[src/rtl/boot_loader.sv]
// boot_loader: receives a boot stream one byte at a time, writes it into
// instruction memory as 32-bit words, then holds the CPU in reset for a
// few cycles before letting it run.
//
// Stream layout: N[7:0], N[15:8], then N words of four bytes each, all
// little-endian. With BOOT_LOADER_CHECKSUM_EN defined, one more byte follows
// the data: the XOR of every data byte. If it does not match, the block
// stops in FAIL with err set and the CPU stays in reset.
module boot_loader #(
    parameter int ADDR_W      = 8,
    parameter int HOLD_CYCLES = 4
) (
    input  logic              clk,
    input  logic              rst_n,
    input  logic [7:0]        byte_in,
    input  logic              byte_valid,
    output logic              byte_ready,
    output logic              imem_we,
    output logic [ADDR_W-1:0] imem_addr,
    output logic [31:0]       imem_wdata,
    output logic              cpu_rst_n,
    output logic              done,
    output logic              ovf,
    output logic              err
);

    typedef enum logic [2:0] {LEN0, LEN1, DATA, CHK, HOLD, RUN, FAIL} state_t;

    localparam int unsigned DEPTH  = 32'd1 << ADDR_W;
    localparam int          HOLD_W = (HOLD_CYCLES > 1) ? $clog2(HOLD_CYCLES) : 1;

`ifdef BOOT_LOADER_CHECKSUM_EN
    // After the last data word the checksum byte is expected.
    localparam state_t POST_LOAD = CHK;
`else
    localparam state_t POST_LOAD = HOLD;
`endif

    state_t            state;
    logic [15:0]       len;        // word count N taken from the header
    logic [15:0]       word_idx;   // index k of the word being assembled
    logic [1:0]        byte_cnt;   // byte position inside the current word
    logic [23:0]       word_buf;   // first three bytes of the current word
    logic [HOLD_W-1:0] hold_cnt;
    logic              accept;
    logic              last_word;
    logic              word_fits;

    // NOTE: byte_ready is decoded from the state register alone, so it never
    // depends combinationally on byte_valid and the handshake has no loop.
    assign byte_ready = (state == LEN0) || (state == LEN1) ||
                        (state == DATA) || (state == CHK);
    assign accept     = byte_valid && byte_ready;
    assign last_word  = (word_idx == len - 16'd1);
    assign word_fits  = 32'(word_idx) < DEPTH;

`ifdef BOOT_LOADER_CHECKSUM_EN
    logic [7:0] csum;

    // Running XOR of data bytes and the sticky checksum-error flag.
    always_ff @(posedge clk or negedge rst_n) begin
        if (!rst_n) begin
            csum <= 8'h00;
            err  <= 1'b0;
        end else begin
            if (state == DATA && accept) begin
                csum <= csum ^ byte_in;
            end
            if (state == CHK && accept && byte_in != csum) begin
                err <= 1'b1;
            end
        end
    end
`else
    assign err = 1'b0;
`endif

    // Protocol FSM with registered write strobe, CPU reset and status flags.
    always_ff @(posedge clk or negedge rst_n) begin
        // NOTE: every register here uses <= so all of them update together
        // from the values sampled before the edge.
        if (!rst_n) begin
            state      <= LEN0;
            len        <= 16'd0;
            word_idx   <= 16'd0;
            byte_cnt   <= 2'd0;
            word_buf   <= 24'd0;
            hold_cnt   <= '0;
            imem_we    <= 1'b0;
            imem_addr  <= '0;
            imem_wdata <= 32'd0;
            cpu_rst_n  <= 1'b0;
            done       <= 1'b0;
            ovf        <= 1'b0;
        end else begin
            imem_we <= 1'b0;
            case (state)
                LEN0: begin
                    if (accept) begin
                        len[7:0] <= byte_in;
                        state    <= LEN1;
                    end
                end
                LEN1: begin
                    if (accept) begin
                        len[15:8] <= byte_in;
                        word_idx  <= 16'd0;
                        byte_cnt  <= 2'd0;
                        hold_cnt  <= '0;
                        state     <= ({byte_in, len[7:0]} != 16'd0) ? DATA : POST_LOAD;
                    end
                end
                DATA: begin
                    if (accept) begin
                        byte_cnt <= byte_cnt + 2'd1;
                        if (byte_cnt == 2'd3) begin
                            // Words beyond memory depth are consumed but not written.
                            if (word_fits) begin
                                imem_we    <= 1'b1;
                                imem_addr  <= word_idx[ADDR_W-1:0];
                                imem_wdata <= {byte_in, word_buf};
                            end else begin
                                ovf <= 1'b1;
                            end
                            word_idx <= word_idx + 16'd1;
                            if (last_word) begin
                                state <= POST_LOAD;
                            end
                        end else begin
                            word_buf[{byte_cnt, 3'b000} +: 8] <= byte_in;
                        end
                    end
                end
`ifdef BOOT_LOADER_CHECKSUM_EN
                CHK: begin
                    if (accept) begin
                        state <= (byte_in == csum) ? HOLD : FAIL;
                    end
                end
`endif
                HOLD: begin
                    if (hold_cnt == HOLD_W'(HOLD_CYCLES - 1)) begin
                        state     <= RUN;
                        cpu_rst_n <= 1'b1;
                        done      <= 1'b1;
                    end else begin
                        hold_cnt <= hold_cnt + 1'b1;
                    end
                end
                default: begin
                    // RUN and FAIL are terminal until rst_n is asserted.
                end
            endcase
        end
    end

endmodule

[config.mk]
export PLATFORM = sky130hd
export DESIGN_NAME = boot_loader
export DESIGN_NICKNAME = d
export VERILOG_FILES = /design/src/rtl/boot_loader.sv
export SDC_FILE = /design/constraint.sdc
export NUM_CORES = 1
export LEC_CHECK = 0
export CORE_UTILIZATION = 55
export DETAILED_ROUTE_END_ITERATION = 10
export GPL_TIMING_DRIVEN = 0
export PLACE_DENSITY = 0.88
export SLEW_MARGIN = 20
export SYNTH_ARGS = -nofsm -noshare
export SYNTH_HDL_FRONTEND = slang
export SYNTH_SLANG_ARGS = --single-unit
[constraint.sdc]
create_clock -name clk -period 2.6 [get_ports clk]
set_input_delay 0.39 -clock clk [delete_from_list [all_inputs] [get_ports clk]]
set_output_delay 0.39 -clock clk [all_outputs]
set_load 0.01 [all_outputs]
==> metrics.json <==
{
  "synth_cell_types": 46,
  "vdd_drop_max_mv": 0.5065,
  "skew_ns": 0.01045,
  "final_layout_size_suffix_gt1_share_pct": 17.31,
  "worstSetupPathType": "flop to flop",
  "route.top_layer_used": "met4",
  "min_period_ns": 2.251,
  "met1_length_um": 4638,
  "synth_warnings": 0,
  "drv_slew": 0,
  "netlist_area_um2": 5072,
  "place_inst": 612,
  "hpwl_um": 7730,
  "antenna_left": 0,
  "hold_path.class": "flop to flop",
  "min_period_over_period_pct": 86.59,
  "endpoint_kind_of_the_worst_setup_timing_path": "flop",
  "finalSetupViolCount": 0,
  "wl_met3_um": 757,
  "area.growth.synth_to_final_pct": 17.96,
  "clock_tree.htree_level_count": 3,
  "finish.cell_count_without_fillers": 628,
  "max-cap-violations": 0,
  "synth-compound-area-share_pct": 6.339,
  "achievable-frequency_mhz": 444.2,
  "die_h_um": 98.04,
  "postSynth.asyncResetShare_pct": 100.0,
  "yosys.area_share.xor_xnor_pct": 6.315,
  "core_region_area_um2": 8806,
  "clk_path_buf_depth": 2,
  "sequential_cell_area_um2": 2653,
  "post_synth_and_or_nand_nor_area_fraction_pct": 15.61,
  "hold_slack_ns": 0.4764,
  "power_per_cell_area_nw_per_um2": 885.6,
  "combinational_family_with_the_most_area_after_synthesis": "simple AND/OR/NAND/NOR gates",
  "grtUsageTotal_pct": 25.04,
  "synthMuxAreaShare_pct": 14.28,
  "final_cell_mix": "sky130_fd_sc_hd__dfrtp_1 (106), sky130_fd_sc_hd__nand2_1 (70), sky130_fd_sc_hd__clkdlybuf4s50_1 (54), sky130_fd_sc_hd__o21ai_0 (38), sky130_fd_sc_hd__mux2_4 (37)",
  "synth_top_flop_cell": "sky130_fd_sc_hd__dfrtp_1",
  "synth-edff-count": 0,
  "cts_root_buffer": "sky130_fd_sc_hd__clkbuf_8",
  "synthesis.instances": 448,
  "maxSlewHeadroom_pct": 33.61,
  "clkSinkCount": 106,
  "worst_skew_pair.late_latency_ns": 0.37,
  "multi_input_comb_area_um2": 2273,
  "worst-endpoint-required_ns": 2.88,
  "vias_per_cell": 5.795,
  "finalWirelength_um": 11320,
  "detailedPlace.worstSlack_ns": 0.1171,
  "final-hold-violation-count": 0,
  "static_leakage_nw": 2.794,
  "row_count": 34,
  "gpl.final_weighted_congestion": 0.8611,
  "ys_seq_elements": 106,
  "die-area_um2": 9611,
  "remaining_drc_errors": 3,
  "post_drt_wl_per_cell_um": 18.02,
  "layout_commonest_cell": "sky130_fd_sc_hd__dfrtp_1",
  "first_global_vias": 3722,
  "grt_setup_unrepaired": "no",
  "global_route_wire_length_before_repair_um": 18850,
  "cp.arrival_ns": 2.53,
  "via_count": 3639,
  "syn-num-nets": 467,
  "count_of_buffers_added_by_post_cts_timing_repair_for_setup": 0,
  "synth_sequential_area_ratio_pct": 52.29,
  "io_buffer_count": 55,
  "final_core_utilization_pct": 67.95,
  "crit_fanout": 4,
  "timing.critical_path.from_type": "flop",
  "drt_iter0_drc": 194,
  "initial_utilization_pct": 57.60,
  "io-pin-count": 57,
  "violated_checks": "design-rule violations",
  "synth_fa_ha_area_share_pct": 1.973,
  "numCtsBuffers": 9,
  "floorplan.die.width_um": 98.04,
  "met2WireLength_um": 5714,
  "grt_start_max_net_pins": 55,
  "post_synth.cell_area_avg_um2": 11.32,
  "finalWorstSetupSlack_ns": 0.3487,
  "fillCellCount": 615,
  "grt.overflow.total": 0,
  "finish.net_count": 535,
  "antenna_cells_inserted": 0,
  "outcome": "finished with violations",
  "timing_worst_slew_pin_value_ns": 0.9937,
  "tritoncts_clock_tree": "done",
  "detail_route.first_pass.iterations": 9,
  "antenna_found_initial": 0,
  "clk_transition_reported_paths_ns": 0.10
}
cell type report:
type,count,share of cell area [%]
Buffer,19,1.945
Clock buffer,9,2.070
Clock inverter,6,0.8574
Inverter,11,0.6901
Multi-Input combinational cell,312,38.00
Sequential cell,106,44.33
Tap cell,108,2.258
Timing Repair Buffer,57,9.849
synthesized netlist by cell type (all sizes together), types with 2 or more instances:
master | n | share of area [%]
a211oi | 2 | 0.30
and3 | 3 | 0.37
xor2 | 24 | 4.1
nor3b | 4 | 0.59
buf | 12 | 1.8
nor2 | 29 | 2.3
inv | 11 | 0.81
dfrtp | 106 | 52
nor3 | 7 | 0.79
o211ai | 2 | 0.30
o21ai | 38 | 3.7
nand2b | 5 | 0.62
a41oi | 2 | 0.35
nand4 | 7 | 0.86
nor2b | 4 | 0.49
a21oi | 6 | 0.67
xnor2 | 10 | 1.7
nand2 | 70 | 5.2
nor4 | 9 | 1.2
mux2 | 52 | 14
and4 | 4 | 0.69
clkbuf | 7 | 0.52
ha | 8 | 2.0
nand3 | 9 | 1.1
nand3b | 4 | 0.59
routing by layer:
layer / up-vias / global-route usage [%]
met1: 1804 / 32.35
met4: 0 / 8.974
li1: 1671 / -
met3: 18 / 6.299
met5: - / 0
met2: 146 / 41.06
metrics by stage:
stage / cell area (um^2) / setup TNS [ns] / power, mW
finish: 5983 / 0 / 5.299
global route: 5983 / 0 / 5.591
CTS: 5972 / 0 / 5.308
detailed placement: 5787 / 0 / 4.355
global placement: 5758 / -274.80 / 4.232
floorplan: 5072 / 0 / 3.536
power by group:
group / switching, mW / internal [mW] / total (mW) / leakage, nW
logic: 0.811 / 1.06 / 1.87 / 1.30
clock network: 0.588 / 0.359 / 0.947 / 0.0920
registers: 0.362 / 2.12 / 2.48 / 1.40
total: 1.76 / 3.54 / 5.30 / 2.79
worst paths after layout:
check,startpoint,to,slack [ns],cells after the start
worst max-delay path,len[0]$_DFFE_PN0P_,state[2]$_DFFE_PN0P_,0.35,8
worst min-delay path,ovf$_DFFE_PN0P_,ovf$_DFFE_PN0P_,0.48,1
worst max register to register,len[0]$_DFFE_PN0P_,state[2]$_DFFE_PN0P_,0.35,8
worst min register to register,ovf$_DFFE_PN0P_,ovf$_DFFE_PN0P_,0.48,1
max in group asynchronous,rst_n,imem_wdata[4]$_DFFE_PN0P_,1.40,3
min in group asynchronous,rst_n,imem_wdata[20]$_DFFE_PN0P_,0.55,2
flip-flops by register name (all words and copies together) (netlist names):
signal,cells
byte_cnt,2
done,1
hold_cnt,2
imem_addr,8
imem_wdata,32
imem_we,1
len,16
ovf,1
state,3
word_buf,24
word_idx,16
kinds of logic after synthesis:
kind of cell | Yosys count
and+or+nand+nor | 160
muxes | 52
xor gates and xnor gates | 35
DFF | 106
buffers and inverters | 30
adders and majority gates | 8
other | 1
AOI/OAI and AO/OA | 56
worst max-delay path: stages, from the launching register on:
cell	delay, ns
sky130_fd_sc_hd__dfrtp_1	0.44
sky130_fd_sc_hd__inv_1	0.09
sky130_fd_sc_hd__ha_1	0.19
sky130_fd_sc_hd__or3b_1	0.43
sky130_fd_sc_hd__nor4_1	0.28
sky130_fd_sc_hd__a21oi_1	0.07
sky130_fd_sc_hd__a211oi_1	0.25
sky130_fd_sc_hd__nand4_1	0.20
sky130_fd_sc_hd__o21ai_0	0.21
timing repair:
item	in CTS	in global routing
hold buffers	1	0
endpoints found under the setup margin	0	2
resized for setup	0	2
hold endpoints to repair	52	0
Note: power is estimated with default switching activity, not from simulation.
